<file path="src/rtl/timer_counter_pkg.sv">
// Shared register offsets, CTRL bit positions and FSM encodings for timer_counter.
// Consumed by the timer instances that sit in the TC1/TC2 windows beside the data memory.
package timer_counter_pkg;

  localparam logic [1:0] TC_CTRL   = 2'd0;
  localparam logic [1:0] TC_PRESET = 2'd1;
  localparam logic [1:0] TC_COUNT  = 2'd2;

  localparam int TC_EN      = 0;
  localparam int TC_MODE_LO = 1;
  localparam int TC_MODE_HI = 2;
  localparam int TC_IM      = 3;

  localparam logic [1:0] TC_MODE_RELOAD = 2'd1;

  typedef enum logic [1:0] {
    TC_IDLE = 2'd0,
    TC_LOAD = 2'd1,
    TC_CNT  = 2'd2,
    TC_INT  = 2'd3
  } tc_state_e;

endpackage

</file>
<file path="src/rtl/timer_counter.sv">
// Memory-mapped 32-bit down-counting timer with one interrupt line.
// Auto-reload mode exists only when TIMER_AUTO_RELOAD_EN is defined; otherwise every mode is one-shot.
//
// state   | meaning
// IDLE    | stopped, waiting for CTRL.Enable
// LOAD    | copy registered PRESET into COUNT
// CNT     | counting down while Enable stays set
// INT     | terminal count reached, irq_flag set
module timer_counter
  import timer_counter_pkg::*;
(
  input  logic        clk_i,
  input  logic        reset_i,
  input  logic [31:0] addr_i,
  input  logic        we_i,
  input  logic [31:0] wd_i,
  output logic [31:0] rd_o,
  output logic        irq_o
);

  tc_state_e   state_q, state_d;
  logic [3:0]  ctrl_q, ctrl_d;
  logic [31:0] preset_q, preset_d;
  logic [31:0] count_q, count_d;
  logic        flag_q, flag_d;

  logic [1:0]  reg_sel;
  logic        wr_ctrl, wr_preset;
  logic        enable, auto_reload, at_terminal;
  logic        unused_addr_bits;

  assign reg_sel          = addr_i[3:2];
  assign unused_addr_bits = ^{addr_i[31:4], addr_i[1:0]};
  assign wr_ctrl          = we_i && (reg_sel == TC_CTRL);
  assign wr_preset        = we_i && (reg_sel == TC_PRESET);
  assign enable           = ctrl_q[TC_EN];
  assign at_terminal      = (count_q <= 32'd1);

`ifdef TIMER_AUTO_RELOAD_EN
  assign auto_reload = (ctrl_q[TC_MODE_HI:TC_MODE_LO] == TC_MODE_RELOAD);
`else
  assign auto_reload = 1'b0;
`endif

  always_ff @(posedge clk_i or posedge reset_i) begin
    if (reset_i) begin
      state_q  <= TC_IDLE;
      ctrl_q   <= 4'd0;
      preset_q <= 32'd0;
      count_q  <= 32'd0;
      flag_q   <= 1'b0;
    end else begin
      state_q  <= state_d;
      ctrl_q   <= ctrl_d;
      preset_q <= preset_d;
      count_q  <= count_d;
      flag_q   <= flag_d;
    end
  end

  always_comb begin
    state_d = state_q;
    unique case (state_q)
      TC_IDLE: if (enable) state_d = TC_LOAD;
      TC_LOAD: state_d = TC_CNT;
      TC_CNT: begin
        if (!enable)          state_d = TC_IDLE;
        else if (at_terminal) state_d = TC_INT;
      end
      TC_INT: begin
`ifdef TIMER_AUTO_RELOAD_EN
        state_d = auto_reload ? TC_LOAD : TC_IDLE;
`else
        state_d = TC_IDLE;
`endif
      end
      default: state_d = TC_IDLE;
    endcase
  end

  // Register updates: CPU writes override the INT-state Enable clear, but a
  // flag set on the CNT->INT edge overrides the write-induced flag clear.
  always_comb begin
    ctrl_d   = ctrl_q;
    preset_d = preset_q;
    count_d  = count_q;
    flag_d   = flag_q;

    if (wr_ctrl || wr_preset) flag_d = 1'b0;

    unique case (state_q)
      TC_LOAD: count_d = preset_q;
      TC_CNT: begin
        if (enable) begin
          if (!at_terminal) begin
            count_d = count_q - 32'd1;
          end else begin
            count_d = 32'd0;
            flag_d  = 1'b1;
          end
        end
      end
      TC_INT: begin
        if (auto_reload) flag_d = 1'b0;
        else             ctrl_d[TC_EN] = 1'b0;
      end
      default: ;
    endcase

    if (wr_ctrl)   ctrl_d   = wd_i[3:0];
    if (wr_preset) preset_d = wd_i;
  end

  always_comb begin
    rd_o = 32'd0;
    unique case (reg_sel)
      TC_CTRL:   rd_o = {28'd0, ctrl_q};
      TC_PRESET: rd_o = preset_q;
      TC_COUNT:  rd_o = count_q;
      default:   rd_o = 32'd0;
    endcase
  end

  assign irq_o = ctrl_q[TC_IM] & flag_q;

endmodule

</file>
<file path="config.mk">
export PLATFORM = sky130hd
export DESIGN_NAME = timer_counter
export DESIGN_NICKNAME = d
export VERILOG_FILES = /design/src/rtl/timer_counter_pkg.sv /design/src/rtl/timer_counter.sv
export SDC_FILE = /design/constraint.sdc
export NUM_CORES = 1
export LEC_CHECK = 0
export CAP_MARGIN = 20
export CORE_UTILIZATION = 26
export CTS_CLUSTER_DIAMETER = 150
export DETAILED_ROUTE_END_ITERATION = 7
export GPL_ROUTABILITY_DRIVEN = 0
export GPL_TIMING_DRIVEN = 0
export PLACE_DENSITY = 0.56
export SLEW_MARGIN = 20
export SYNTH_ARGS = -nofsm -noshare
export SYNTH_HDL_FRONTEND = slang
export SYNTH_SLANG_ARGS = --single-unit
</file>
<file path="constraint.sdc">
create_clock -name clk_i -period 8.8 [get_ports clk_i]
set_clock_uncertainty 0.05 [all_clocks]
set_input_delay 2.64 -clock clk_i [delete_from_list [all_inputs] [get_ports clk_i]]
set_output_delay 2.64 -clock clk_i [all_outputs]
set_load 0.01 [all_outputs]
</file>
==> results of run 1 <==
==> sequential cells by signal (all words and copies together), names as in the netlist <==
name and flops:
count_q 32, flag_q 1, ctrl_q 4, preset_q 32
state_q 2
==> worst reg2reg max path: stages (launching register included) <==
cell and delay [ns]:
dfrtp_1 0.46, inv_1 0.15, ha_1 0.30, nor4b_2 0.27, nand4_1 0.28, nor3_1 0.53, a21oi_1 0.13, nand3b_1 0.19
==> path summary, 6_finish.rpt <==
check / slack (ns) / to / depth (start not counted) / from
min reg2reg: 0.45 / ctrl_q[1] / 1 / ctrl_q[1]
min: 0.45 / ctrl_q[1] / 1 / ctrl_q[1]
max: 0.90 / rd_o[13] / 6 / addr_i[2]
min in group asynchronous: 2.63 / preset_q[14] / 2 / reset_i
max reg2reg: 6.31 / count_q[28] / 7 / count_q[1]
max in group asynchronous: 5.49 / preset_q[24] / 3 / reset_i
==> cells by family (layout without fill, tap and decap cells) <==
group / Yosys count / after routing
compound gates: 119 / 119
fa+ha+maj: 2 / 2
buf+inv: 35 / 119
flops: 71 / 71
mux: 40 / 40
simple gates: 114 / 114
==> layout make-up <==
cell class                      instances  area share (%)
Clock buffer                           14           4.876
Sequential cell                        71           34.11
Inverter                                5          0.4084
Clock inverter                          1         0.09608
Buffer                                 30           2.786
Timing Repair Buffer                   69           13.45
Tap cell                              188           4.516
Multi-Input combinational cell        275           39.76
==> stage by stage <==
step	cells	hold slack, ns	worst slack [ns]
global placement	637	0.4418	0.9450
global route	653	0.4702	0.7472
detailed placement	638	0.4486	0.9425
finish	653	0.4543	0.8976
floorplan	381	0.4083	2.276
CTS	653	0.4611	0.9285
==> where the power goes <==
| group | internal, W | switching [W] | leakage (nW) | total [W] |
|---|---|---|---|---|
| Clock | 0.000197 | 0.000133 | 0.127 | 0.000330 |
| Sequential | 0.000439 | 0.000158 | 0.855 | 0.000597 |
| Combinational | 0.000291 | 0.000334 | 1.04 | 0.000626 |
| Total | 0.000927 | 0.000625 | 2.02 | 0.00155 |
==> layout by cell type, fill, tap and decap left out, types with 3 or more instances in the layout <==
cell,Yosys,routed
nand3_1,21,21
a22o_1,31,31
mux2_2,35,35
o21ai_1,4,4
or3_1,6,6
a221o_1,3,3
buf_1,4,4
nor4_4,3,3
clkbuf_2,3,3
nor2_1,10,10
mux2i_1,5,5
o311ai_1,5,5
o21ai_0,8,8
dfrtp_1,71,71
a21oi_1,12,12
nor2b_1,5,5
o31ai_1,5,5
inv_1,5,4
nor4_1,4,4
or4_1,6,6
buf_2,5,5
nand4_1,3,3
o211ai_1,3,3
nor3_1,11,11
nand2b_1,5,5
nand2_1,25,25
clkbuf_1,14,18
clkdlybuf4s50_1,0,68
a22oi_1,18,18
o22ai_1,3,3
clkbuf_16,0,9
==> layer usage <==
metal / vias to the layer above / share of wire [%] / track usage [%] / wire length (microns)
met5: - / 0 / 0 / 0
met4: 0 / 1.1 / 5.174 / 138
met3: 14 / 6.5 / 3.738 / 827
met2: 164 / 45 / 25.90 / 5735
met1: 1830 / 47 / 22.99 / 6012
li1: 1661 / - / - / -
==> impl_metrics.ini, run 1 <==
[sta]
rsz0062_at_grt = false
period_minus_slack_ns = 7.902
finalMaxSlewViolations = 0
setup_violations = 0
slew-limit-headroom_pct = 48.01
maxClockFrequency_mhz = 126.5
finalCritPeriodShare_pct = 89.80
tns_ns = 0
finalHoldViolations = 0
tightest_slew_ns = 0.7798

[placed_design]
place_hpwl_mm = 9.100
placedInstanceArea_sq_um = 4950
io_buffers = 68

[cells_and_area]
nets = 530
final_util_pct = 34.39
fin_area_sq_um = 5209
area_growth_syn_to_layout_pct = 29.85
drive_above_1_share_pct = 15.48
ff_latch_area_sq_um = 1777
multiInputGateArea_sq_um = 2071
fillCellCount = 1524
antenna_cells = 0

[die]
initial_core_util_pct = 26.48
ioPinCount = 100
rows = 45
dieArea_sq_um = 15930
fp.coreArea_sq_um = 15150
die_h_microns = 126.2
dieWidth_microns = 126.2

[synthesis]
yosysSeqAreaShare_pct = 44.29
synth_top_area_cell = dfrtp_1
ys_async_sr_fraction_pct = 100.0
synthSimpleGateAreaFrac_pct = 17.09
synth_edf_count = 0
synthAdderAreaFrac_pct = 0.6238
yosysMostFrequentCell = dfrtp_1
synth_area_leaders = dfrtp_1, mux2_2, a22o_1, a22oi_1, nand3_1
yosysUniqueCellTypes = 63
avgSynthCellArea_sq_um = 10.53
synth_ff_type = dfrtp_1
synth_compound_area_share_pct = 22.83
yosys_register_bits = 71
yosys_warnings = 0
synth_area_sq_um = 4011
synthXorXnorAreaFrac_pct = 0
yosysTopAreaCellShare_pct = 44.29
synth_top_family_by_area = compound AO/OA/AOI/OAI gates
synthMuxAreaShare_pct = 11.07
yosys-top-cells-count = dfrtp_1, mux2_2, a22o_1
syn-num-nets = 450
syn_inst = 381

[cts]
cts_buffers = 9
ctsResizeCount = 0
cts_buffer_depth = 2
post_cts_buffers = 0
cts_sinks = 71
clkTransAtPathRegs_ns = 0.06
clk-insertion-delay-late_ns = 0.34
cts_tree = built
ctsRootBufferMaster = clkbuf_16
holdBufCountCts = 0
h-tree-depth = 3

[worst_setup_path]
path_max_fanout = 10
cp-start-kind = input pin
worstPathCellList = clkdlybuf4s50_1, nor2b_1, clkbuf_1, clkbuf_1, a22o_1, clkdlybuf4s50_1
slowest_stage = clkbuf_1
cp.arrival_ns = 5.21
slowest_delay_ns = 0.61
cp_top_family = buffers and inverters
path_buf_inv = 4
worstSetupPathType = input pin to output pin
cp-end-kind = output pin
crit_required_ns = 6.11

[run_status]
violations = design-rule violations
outcome = finished with violations

[grt]
grt_pass1_wl_mm = 20.40
grt_use_total_pct = 16.68
grt_pass1_vias = 3655
grt_max_degree = 41
antenna_found_initial = 0
grt_overflow = 0

[power_and_ir_drop]
irDropWorstVdd_mv = 0.09992
p_per_area_nw_per_um2 = 298.1
p_leak_nw = 2.019
total_power_w = 0.001552

[route]
drtIter0Drc = 313
drtPass1Iterations = 8
wl_per_cell_microns = 19.47
drt-total-wl_mm = 12.71
drc = 4
vias = 3669
vias_per_cell = 5.619
ant_nets = 0

[worst_hold_path]
hold_path.class = register to register

[run]
maxCapViolCount = 0
(Power assumes the default switching activity.)
==> run 2, diff against run 1 <==
--- a/config.mk
+++ b/config.mk
@@ -5,6 +5,7 @@
 export SDC_FILE = /design/constraint.sdc
 export NUM_CORES = 1
 export LEC_CHECK = 0
+export ABC_CLOCK_PERIOD_IN_PS = 8800
 export CAP_MARGIN = 20
 export CORE_UTILIZATION = 26
 export CTS_CLUSTER_DIAMETER = 150
==> results of run 2 <==
Final layout, timing and power as in run 1 (identical DEF).
==> run 3, diff against run 2 <==
--- a/config.mk
+++ b/config.mk
@@ -13,6 +13,7 @@
 export GPL_ROUTABILITY_DRIVEN = 0
 export GPL_TIMING_DRIVEN = 0
 export PLACE_DENSITY = 0.56
+export SKIP_LAST_GASP = 1
 export SLEW_MARGIN = 20
 export SYNTH_ARGS = -nofsm -noshare
 export SYNTH_HDL_FRONTEND = slang
==> results of run 3 <==
Final layout, timing and power as in run 1 (identical DEF).
